`config.mk`:
```
export PLATFORM = sky130hd
export DESIGN_NAME = bist_data_comparator
export DESIGN_NICKNAME = d
export VERILOG_FILES = /design/src/rtl/bist_data_comparator.sv
export SDC_FILE = /design/constraint.sdc
export NUM_CORES = 1
export LEC_CHECK = 0
export CAP_MARGIN = 40
export CORE_MARGIN = 1.5
export CORE_UTILIZATION = 43
export CTS_CLUSTER_SIZE = 40
export DETAILED_ROUTE_END_ITERATION = 7
export GPL_TIMING_DRIVEN = 0
export PLACE_DENSITY_LB_ADDON = 0.05
export SETUP_SLACK_MARGIN = 0.5
export SYNTH_ARGS = -nofsm -noshare
export SYNTH_HDL_FRONTEND = slang
export SYNTH_SLANG_ARGS = --single-unit
```
`constraint.sdc`:
```
create_clock -name clk -period 1.6 [get_ports clk]
set_input_delay 0.32 -clock clk [delete_from_list [all_inputs] [get_ports clk]]
set_output_delay 0.32 -clock clk [all_outputs]
set_load 0.02 [all_outputs]
```
`src/rtl/bist_data_comparator.sv`:
```
// Memory-BIST result comparator: gt/eq/lt flags, sticky fail, saturating error count, first-failure capture.
// Latency: 1 cycle from cmp_en sample to registered results and cmp_valid.
// Backpressure: none; a compare is accepted on every cycle that cmp_en is high.
// Optional feature: define BIST_CMP_MASK_EN to add a per-bit cmp_mask input.
module bist_data_comparator #(
   parameter int WIDTH = 8,
   parameter int CNT_W = 16
) (
   input  logic             clk,
   input  logic             rst,
   input  logic             cmp_en,
   input  logic             clr,
   input  logic [WIDTH-1:0] data_t,
   input  logic [WIDTH-1:0] ramout,
`ifdef BIST_CMP_MASK_EN
   input  logic [WIDTH-1:0] cmp_mask,
`endif
   output logic             cmp_valid,
   output logic             gt,
   output logic             eq,
   output logic             lt,
   output logic             fail,
   output logic [CNT_W-1:0] err_cnt,
   output logic [WIDTH-1:0] first_exp,
   output logic [WIDTH-1:0] first_act,
   output logic [WIDTH-1:0] diff_bits
);

   logic [WIDTH-1:0] mask;
   logic [WIDTH-1:0] exp_m;
   logic [WIDTH-1:0] act_m;
   logic             mismatch;

`ifdef BIST_CMP_MASK_EN
   assign mask = cmp_mask;
`else
   assign mask = {WIDTH{1'b1}};
`endif

   // Masked-off bits are zeroed in both operands so they cannot influence any result.
   assign exp_m    = data_t & mask;
   assign act_m    = ramout & mask;
   assign mismatch = (exp_m != act_m);

   // Per-compare result flags; they hold their value while cmp_en is low.
   always_ff @(posedge clk or posedge rst) begin
      if (rst) begin
         cmp_valid <= 1'b0;
         gt        <= 1'b0;
         eq        <= 1'b0;
         lt        <= 1'b0;
         diff_bits <= '0;
      end else begin
         cmp_valid <= cmp_en;
         if (cmp_en) begin
            gt        <= (exp_m > act_m);
            eq        <= (exp_m == act_m);
            lt        <= (exp_m < act_m);
            diff_bits <= exp_m ^ act_m;
         end
      end
   end

   // Sticky fail, saturating counter and first-failure capture; clr wins over a same-cycle mismatch.
   always_ff @(posedge clk or posedge rst) begin
      if (rst) begin
         fail      <= 1'b0;
         err_cnt   <= '0;
         first_exp <= '0;
         first_act <= '0;
      end else if (clr) begin
         fail      <= 1'b0;
         err_cnt   <= '0;
         first_exp <= '0;
         first_act <= '0;
      end else if (cmp_en && mismatch) begin
         fail <= 1'b1;
         if (err_cnt != {CNT_W{1'b1}}) begin
            err_cnt <= err_cnt + CNT_W'(1);
         end
         // Capture keeps the raw operands so the failing address data can be inspected unmasked.
         if (!fail) begin
            first_exp <= data_t;
            first_act <= ramout;
         end
      end
   end

endmodule

```
==> results.md, run 1 <==
* Outcome: finished, violations left
* Failing checks: setup timing
* Worst Max-Slew Pin Slew at 830 ps
* IO Port Bufs at 63
* WP data arrival at 2030 ps
* Leading cell type in the layout, fill and taps excluded: buf_6
* PD cells at about 630 nW/um^2
* Count of cell types in the netlist at 35
* Sequential-to-total area share from yosys stat at 50.1%
* DIE WIDTH at roughly 75 um
* Die area at around 5700 sq um
* # clock sinks at 45
* Largest family of logic cells by synthesized area: simple AND/OR/NAND/NOR gates
* H-tree Lvls at 2
* Core Area at between 5000 and 6000 sq um
* Synth Area in Compound Gates at 8.25%
* Minimum clock period at 1850 ps
* Tcrit/Tclk final at 116%
* CP startpoint kind: register
* Rel. slew slack at between 40% and 50%
* CP endpoint kind: register
* Fraction of layout cells with a size suffix above 1 at 67.5%
* Setup ws final at -251 ps
* Vias in the first global route at 2,252
* Synth Area in Adders at 5.01%
* Most frequent cells in the layout: 78 x buf_6, 63 x buf_4, 37 x dfrtp_1, 23 x nor2_1, 19 x nand2_1
* Post-synth top area share at about half
* Mapped cell area at 2250 sq um
* Via Count at 2,538
* Routability cong. at 0.799
* Max-slew violation count at 0
* Highest Clock Rate at 540 MHz
* Worst Setup Path Type: register to register
* Hold_sp: ramout[5]
* Syn avg cell area at just under 10 sq um
* Pint at 2.02 mW
* # IOs at 65
* Largest area contributor in the netlist: dfrtp_1
* Net Count, Synth at 258
* Chip Height at 75.3 um
* TritonCTS clock tree: built
* Fin Clk Skew at approximately 4.3 ps
* Hold depth at 3
* Worst hold-check path type: input pin to register
* Finished Layout Cells at 467
* DR pass1 iterations at 4
* Grt total ovfl at 0
* Worst R2R Start: err_cnt[1]
* Capture point of the worst reg-to-reg path: err_cnt[6]
* Yosys reg bits at 45
* Initial antenna violation count at 0
* First-pass GRT wire length at 10,900 um
* Hold-critical path endpoint: first_act[5]
* Sw Share at 31.3%
* Worst VDD drop at 763 uV
* Final WL at between 9000 and 10,000 um
* RSZ-0062 raised after global routing: yes
* Worst skew pair latency at 310 ps
* Switching power at 918 uW
* Gate power share at about a third
* Setup TNS Final at -2550 ps
* Ys Warns at 0
* DPL Wire Length at 3810 um
* Initial DRC count at 147
* Final hold violation count at 0
* Worst Path Max Fanout at 8
* Max Cap Violations at 0
* GRT Util Overall at 26.1%
* Synth Instances at ~230
* Mux contribution to synthesized area at 2.28%
* Req. time, crit path at 1780 ps
* Leak at 2.13 nW
* Routed len/inst at 21.3 um
* Dpl cells at 363
* Seq pwr share at 43.2%
* FP Rows at 26
* ANT nets after route at 0
* Final setup fails at 29
* Antenna diode count at 0
* Xor/xnor share of the synthesized area at 5.07%
* R2r worst-path depth at 8
* Area added between synthesis and finish at 107%
* FF-to-FF setup slack at -250 ps
* Fin nets at roughly 430
* Largest net degree at the start of global routing at 36
* CTS root buffer: clkbuf_8
* Worst-path clk slew at 80 ps
* Drt drc at 0
* Simple-gate portion of the synthesized area at 24.0%
* Clock Path Buffers at 2
* CTS Buf Count at 5
* Initial Util at 44.3%
* Area contributors post-synth: dfrtp_1 50%, nand2_1 6.7%, a21oi_1 5.6%
* DR vias/cell at 5.43
* Clock share of power at 24.1%
power groups by stage:
stage          logic (mW)  clock network [mW]  registers (mW)
6_report            0.961               0.707            1.27
5_1_grt              1.01               0.754            1.27
4_1_cts             0.800               0.699            1.26
3_5_place_dp        0.558                   0            1.27
3_3_place_gp        0.547                   0            1.27
2_1_floorplan       0.212                   0            1.35
layer usage:
metal,share of wire (%),GRT usage (%),wire [um]
met4,4.0,6.75,393
met1,36,29.7,3590
met2,55,50.0,5460
met3,5.0,4.42,500
met5,0,0,0
per-stage QoR:
step | power, mW | hold slack (ps) | area, sq um | setup WS, ps | utilization [%]
after floorplan | 1.57 | 331 | 2450 | -69.8 | -
after global placement | 1.82 | 477 | 3170 | -807 | 62.4
after detailed placement | 1.83 | 484 | 3190 | -824 | 62.8
after CTS | 2.76 | 258 | 4240 | -133 | 83.5
after global routing | 3.03 | 253 | 4660 | -305 | 91.8
final | 2.94 | 268 | 4660 | -251 | 91.8
worst max path at each step:
| stage | end | cells past startpoint | startpoint |
|---|---|---|---|
| after floorplan | err_cnt[2] | 7 | err_cnt[0] |
| after global placement | first_exp[0] | 10 | ramout[7] |
| after detailed placement | first_exp[0] | 10 | ramout[7] |
| after CTS | err_cnt[5] | 7 | err_cnt[0] |
| after global routing | err_cnt[6] | 8 | err_cnt[1] |
| final | err_cnt[6] | 8 | err_cnt[1] |
layout make-up:
cell class / instances / area (sq um)
Buffer: 12 / 140
Sequential cell: 45 / 1140
Fill cell: 164 / 415
Inverter: 15 / 90.1
Timing Repair Buffer: 160 / 1620
Tap cell: 70 / 87.6
Multi-Input combinational cell: 157 / 1500
Clock buffer: 8 / 80.1
cells by family after synthesis:
logic type | after synthesis
fa+ha+maj | 9
xor+xnor | 13
buf+inv | 27
compound gates | 33
mux | 5
simple gates | 97
flops | 45
flip-flops by register name, summed over array words and instances (netlist names):
register / flops
cmp_valid: 1
diff_bits: 8
eq: 1
err_cnt: 16
fail: 1
first_act: 8
first_exp: 8
gt: 1
lt: 1
worst max-delay path, cell delays in order (launching register included):
cell      delay (ps)
dfrtp_2          450
ha_4             180
and3_4           140
and4bb_4         220
buf_12           140
buf_6            120
nor3_4           250
xnor2_2          160
nor2_1            60
cells in the mapped netlist, drive strengths merged:
cell,number
a2111oi,1
and3,1
a211oi,2
nor4b,1
nor4,6
o211ai,1
nand2b,2
and4bb,1
a21oi,25
clkbuf,5
dfrtp,45
nor2b,2
mux2i,4
nor2,25
nor3b,1
nand2,40
nand3,3
o21a,1
inv,15
nor3,6
nand4,8
o21ai,2
and4,1
mux2,1
o22ai,1
ha,9
buf,7
xnor2,13
repair_timing:
item / 4_1_cts / 5_1_grt
endpoints found under the setup margin: 87 / 81
resized for setup: 439 / 43
buffers inserted: 65 / 28
cloned: 2 / 1
pin swaps: 54 / 40
hold buffers: 0 / 0
(Power assumes the default switching activity.)
==> run 2, diff against run 1 <==
--- a/config.mk
+++ b/config.mk
@@ -7,9 +7,10 @@
 export LEC_CHECK = 0
 export CAP_MARGIN = 40
 export CORE_MARGIN = 1.5
-export CORE_UTILIZATION = 43
+export CORE_UTILIZATION = 55
 export CTS_CLUSTER_SIZE = 40
 export DETAILED_ROUTE_END_ITERATION = 7
+export DONT_BUFFER_PORTS = 1
 export GPL_TIMING_DRIVEN = 0
 export PLACE_DENSITY_LB_ADDON = 0.05
 export SETUP_SLACK_MARGIN = 0.5
==> results.md, run 2 (synthesis gave the netlist of run 1 again) <==
* Final hold violation count at 0 (unchanged)
* Req. time, crit path at 1770 ps (about the same)
* Finished Layout Cells at 301 (-36%)
* DIE WIDTH at 66.9 um (-11%)
* Fin Clk Skew at 5.17 ps (+0.825 ps)
* Largest net degree at the start of global routing at 31 (-14%)
* Grt total ovfl at 0 (unchanged)
* Tcrit/Tclk final at 111% (-4.8 points)
* FP Rows at 23 (-12%)
* CTS Buf Count at 5 (unchanged)
* Worst-path clk slew at 80 ps (about the same)
* CTS root buffer: clkbuf_8
* Final WL at 6180 um (-38%)
* Setup crit end: err_cnt[2]
* # clock sinks at 45 (unchanged)
* GRT Util Overall at 26.4% (+0.33 points)
* Fin area at 3330 sq um (-28%)
* Failing checks: setup timing
* CP startpoint kind: register
* TritonCTS clock tree: built
* FF-to-FF setup slack at -170 ps (+80 ps)
* Initial Util at 56.6% (+12 points)
* CP endpoint kind: register
* Area added between synthesis and finish at 48.5%
* Dpl cells at 280 (-23%)
* Worst hold-check path type: input pin to register
* Worst skew pair latency at 300 ps (about the same)
* DPL Wire Length at 3690 um (-3.3%)
* Max Cap Violations at 0 (unchanged)
* Max reg flops at 16 (unchanged)
* Initial DRC count at 110 (-25%)
* Routed len/inst at 20.5 um (-3.6%)
* Clock Path Buffers at 2 (unchanged)
* CP Launch Point: err_cnt[0]
* H-tree Lvls at 2 (unchanged)
* Drt drc at 0 (unchanged)
* Rel. slew slack at 44.1% (-0.57 points)
* Outcome: finished, violations left
* Worst Setup Path Type: register to register
* Minimum clock period at 1770 ps (-77.0 ps)
* Die area at 4480 sq um (-21%)
* Initial antenna violation count at 0 (unchanged)
* Final setup fails at 12 (-59%)
* Highest Clock Rate at 564 MHz (+4.3%)
* Worst Max-Slew Pin Slew at 839 ps (+8.61 ps)
* Most frequent cells in the layout: 36 x dfrtp_2, 24 x nand2_4, 23 x nor2_1, 13 x xnor2_1, 13 x a21oi_2
* PD cells at 765 nW/um^2 (+22%)
* Setup ws final at -174 ps (+77.0 ps)
* Vias in the first global route at 1,817 (-19%)
* Leak at 1.33 nW (-37%)
* Hold WS at 43.8 ps (-224 ps)
* Fillers at 197 (+20%)
* Core Area at 3970 sq um (-22%)
* Via Count at 1,771 (-30%)
* DR pass1 iterations at 4 (unchanged)
* ANT nets after route at 0 (unchanged)
* DR vias/cell at 5.88 (+8.3%)
* IO Port Bufs at 0 (-100%)
* Dpl cell area at 2530 sq um (-21%)
* Most flop-heavy register: err_cnt
* Worst R2R Start: err_cnt[0]
* RSZ-0062 raised after global routing: yes
* Fin nets at 280 (-34%)
* Routability cong. at 0.748 (-6.4%)
* # IOs at 65 (unchanged)
* Chip Height at 66.9 um (-11%)
* First-pass GRT wire length at 8680 um (-20%)
* WP data arrival at 1940 ps (-90 ps)
* Max-slew violation count at 0 (unchanged)
* Worst Path Max Fanout at 10 (+2)
* R2r worst-path depth at 7 (-1)
* Leading cell type in the layout, fill and taps excluded: dfrtp_2
* Capture point of the worst reg-to-reg path: err_cnt[2]
* Fraction of layout cells with a size suffix above 1 at 63.3% (-4.2 points)
* Worst VDD drop at 744 uV (-2.4%)
* Antenna diode count at 0 (unchanged)
[run 2: cell types whose count changed in the layout (fill, tap and decap cells not counted), sizes merged]
cell | before | now
clkinv | 0 | 1
inv | 14 | 13
buf | 163 | 22
dlygate4sd3 | 0 | 1
dlygate4sd2 | 1 | 0
clkbuf | 15 | 11
clkdlybuf4s50 | 1 | 0
[run 2: power by group]
group | total (mW) | switching (mW) | internal [mW]
Clock | 0.721 | 0.377 | 0.343
Sequential | 1.37 | 0.158 | 1.21
Combinational | 0.461 | 0.241 | 0.220
[run 2: area by class of cell]
class                           instances  area [sq um]  share of cell area, %
Buffer                                 12           124                   3.71
Multi-Input combinational cell        157          1570                   47.2
Timing Repair Buffer                   15           183                   5.48
Clock buffer                            7          86.3                   2.59
Tap cell                               50          62.6                   1.88
Sequential cell                        45          1170                   35.1
Inverter                               15           135                   4.05
[run 2: worst max-delay path: stages, from the launching register on]
cell	delay (ps)
dfrtp_2	520
ha_4	200
and3_4	170
and4bb_4	220
buf_12	150
nor3b_4	180
xnor2_1	140
nor2_1	60
[run 2: worst min path at each step]
stage                 from          to  slack (ps)  depth (start not counted)
CTS                 cmp_en   cmp_valid          40                          0
finish              cmp_en   cmp_valid          40                          0
floorplan              rst   cmp_valid         330                          1
global route        cmp_en   cmp_valid          30                          0
global placement    cmp_en   cmp_valid         350                          0
detailed placement     rst  err_cnt[2]         190                          1
[run 2: what timing repair did]
action / 4_1_cts / 5_1_grt
setup buffers: 8 / 4
endpoints found under the hold margin: 15 / 0
setup endpoints to repair: 55 / 77
hold buffers: 1 / 0
pin swaps: 16 / 34
resized for setup: 79 / 81
gates cloned: 1 / 0
[run 2: per-stage QoR]
stage                     setup TNS, ps  power, mW  setup slack [ps]  utilization [%]
after global placement            -3290       1.62              -166             63.2
after floorplan                    -577       1.57             -69.8                -
after CTS                         -1760       2.44              -167             75.0
after detailed placement          -4520       1.64              -214             63.7
after global routing              -2710       2.64              -244             84.0
final                             -1580       2.55              -174             84.0
[run 2: per-layer routing]
| layer | up-vias | share of wire (%) | global-route usage [%] |
|---|---|---|---|
| li1 | 811 | - | - |
| met1 | 898 | 39 | 30.7 |
| met2 | 54 | 55 | 48.1 |
| met3 | 8 | 5.3 | 7.43 |
| met4 | 0 | 0.99 | 5.36 |
| met5 | - | 0 | 0 |
==> run 3, diff against run 2 <==
--- a/config.mk
+++ b/config.mk
@@ -7,7 +7,7 @@
 export LEC_CHECK = 0
 export CAP_MARGIN = 40
 export CORE_MARGIN = 1.5
-export CORE_UTILIZATION = 55
+export CORE_UTILIZATION = 45
 export CTS_CLUSTER_SIZE = 40
 export DETAILED_ROUTE_END_ITERATION = 7
 export DONT_BUFFER_PORTS = 1
==> constraint.sdc (replaced) <==
create_clock -name clk -period 1.6 [get_ports clk]
set_input_delay 0.32 -clock clk [delete_from_list [all_inputs] [get_ports clk]]
set_output_delay 0.32 -clock clk [all_outputs]
set_load 0.05 [all_outputs]
==> results.md, run 3 (synthesis gave the netlist of run 1 again) <==
* Die area at 5420 sq um (+21%)
* Most frequent cells in the layout: 39 x dfrtp_2, 24 x nand2_1, 24 x nor2_1, 17 x a21oi_2, 13 x xnor2_1
* Dpl cell area at 2590 sq um (+2.6%)
* Outcome: finished, violations left
* Final WL at 5680 um (-8.1%)
* IO Port Bufs at 0 (unchanged)
* Routability cong. at 0.854 (+14%)
* Fin area at 3260 sq um (-2.3%)
* # IOs at 65 (unchanged)
* Worst VDD drop at 573 uV (-23%)
* CP peak stage delay at 610 ps (+90 ps)
* Antenna diode count at 0 (unchanged)
* H-tree Lvls at 2 (unchanged)
* Largest net degree at the start of global routing at 25 (-19%)
* CP startpoint kind: register
* Worst Path Max Fanout at 10 (unchanged)
* Clock Path Buffers at 2 (unchanged)
* Leak at 1.23 nW (-7.5%)
* Fin nets at 285 (+1.8%)
* Final setup fails at 16 (+4)
* Slowest stage cell on the critical path: dfrtp_4
* CTS Buf Count at 5 (unchanged)
* Setup ws final at -261 ps (-86.7 ps)
* Initial DRC count at 51 (-54%)
* Req. time, crit path at 1770 ps (about the same)
* Failing checks: setup timing
* Leading cell type in the layout, fill and taps excluded: dfrtp_2
* Via Count at 1,747 (-1.4%)
* Area added between synthesis and finish at 45.0%
* Initial Util at 47.2% (-9.3 points)
* DR vias/cell at 5.39 (-8.4%)
* Fraction of layout cells with a size suffix above 1 at 61.1% (-2.3 points)
* Dpl cells at 297 (+6.1%)
* GRT Util Overall at 22.8% (-3.5 points)
* CTS root buffer: clkbuf_8
* Grt total ovfl at 0 (unchanged)
* # clock sinks at 45 (unchanged)
* WP data arrival at 2030 ps (+90 ps)
* Worst skew pair latency at 310 ps (about the same)
* Chip Height at 73.6 um (+10%)
* DPL Wire Length at 3890 um (+5.4%)
* PD cells at 820 nW/um^2 (+7.1%)
* TritonCTS clock tree: built
* Finished Layout Cells at 324 (+7.6%)
* RSZ-0062 raised after global routing: yes
* Final hold violation count at 0 (unchanged)
* FP Rows at 25 (+8.7%)
* Crit-path cells: ha_4, and3_4, and4bb_4, buf_12, nor3b_4, xnor2_1, nor2_1
* Worst Max-Slew Pin Slew at 769 ps (-70.6 ps)
* Worst-path clk slew at 100 ps (+20 ps)
* Vias in the first global route at 1,898 (+4.5%)
* Minimum clock period at 1860 ps (+86.7 ps)
* Max reg flops at 16 (unchanged)
* Tcrit/Tclk final at 116% (+5.4 points)
* Fillers at 354 (+80%)
* Max Cap Violations at 0 (unchanged)
* Drt drc at 0 (unchanged)
* First-pass GRT wire length at 9280 um (+6.9%)
* Highest Clock Rate at 537 MHz (-4.7%)
* Routed len/inst at 17.5 um (-15%)
* DR pass1 iterations at 4 (unchanged)
* Worst hold-check path type: input pin to register
* Fin Clk Skew at 7.48 ps (+2.31 ps)
* Rel. slew slack at 48.8% (+4.7 points)
* DIE WIDTH at 73.6 um (+10%)
* Core Area at 4750 sq um (+20%)
* Initial antenna violation count at 0 (unchanged)
* ANT nets after route at 0 (unchanged)
* CP endpoint kind: register
* Max-slew violation count at 0 (unchanged)
* Most flop-heavy register: err_cnt
* Worst Setup Path Type: register to register
==> run 3: worst paths after layout <==
kind	from	endpoint	slack (ps)	cells after the start
setup reg to reg	err_cnt[0]	err_cnt[2]	-260	7
hold reg to reg	first_act[0]	first_act[0]	700	2
setup / recovery	err_cnt[0]	err_cnt[2]	-260	7
min in group asynchronous	rst	err_cnt[1]	520	2
hold / removal	cmp_en	cmp_valid	30	0
max in group asynchronous	rst	err_cnt[0]	660	2
==> run 3: layer usage <==
layer  GRT usage, %  vias up  part of all wire, %
met3           7.68        4                  5.2
met4           9.47        0                  1.0
met1           25.7      872                   38
li1               -      828                    -
met2           39.4       43                   56
met5              0        -                    0
==> run 3: timing repair <==
action                                  CTS  global route
setup buffers                            12             4
pin swaps                                23            18
cloned                                    1             1
endpoints found under the setup margin   81            88
resized for setup                        97            31
hold buffers                              1             0
endpoints found under the hold margin    21             0
==> run 3: power breakdown <==
| group | total, mW | switching [mW] | internal [mW] |
|---|---|---|---|
| Clock | 0.723 | 0.413 | 0.310 |
| Sequential | 1.53 | 0.312 | 1.22 |
| Combinational | 0.419 | 0.218 | 0.201 |
| Total | 2.67 | 0.942 | 1.73 |
==> run 3: area by class of cell <==
| class | count | area (sq um) | share of cell area, % |
|---|---|---|---|
| clock inverters | 3 | 21.3 | 0.653 |
| flip-flops and latches | 45 | 1200 | 36.8 |
| repair inverters | 1 | 5.00 | 0.154 |
| inverters | 15 | 134 | 4.11 |
| well taps | 67 | 83.8 | 2.57 |
| multi-input cells | 157 | 1430 | 43.9 |
| plain buffers | 12 | 118 | 3.61 |
| clock buffers | 5 | 68.8 | 2.11 |
| repair buffers | 19 | 199 | 6.11 |
==> run 3: through the flow <==
step           setup TNS (ps)  total power, mW  worst slack (ps)  util [%]  hold slack (ps)
3_5_place_dp            -6930             1.82              -370      54.6              260
5_1_grt                 -4380             2.78              -332      68.5             5.93
2_1_floorplan           -1690             1.73              -167         -              330
6_report                -3000             2.67              -261      68.5             25.1
3_3_place_gp            -5890             1.80              -292      54.0              352
4_1_cts                 -2740             2.65              -261      64.7             16.8
==> run 3: worst max-delay path, delay by kind of cell (launching register included) <==
family                     cells  cell delay [ps]
adders and majority gates      1              200
xor gates and xnor gates       1              130
and+or+nand+nor                4              630
buffers and inverters          1              160
DFF                            1              610
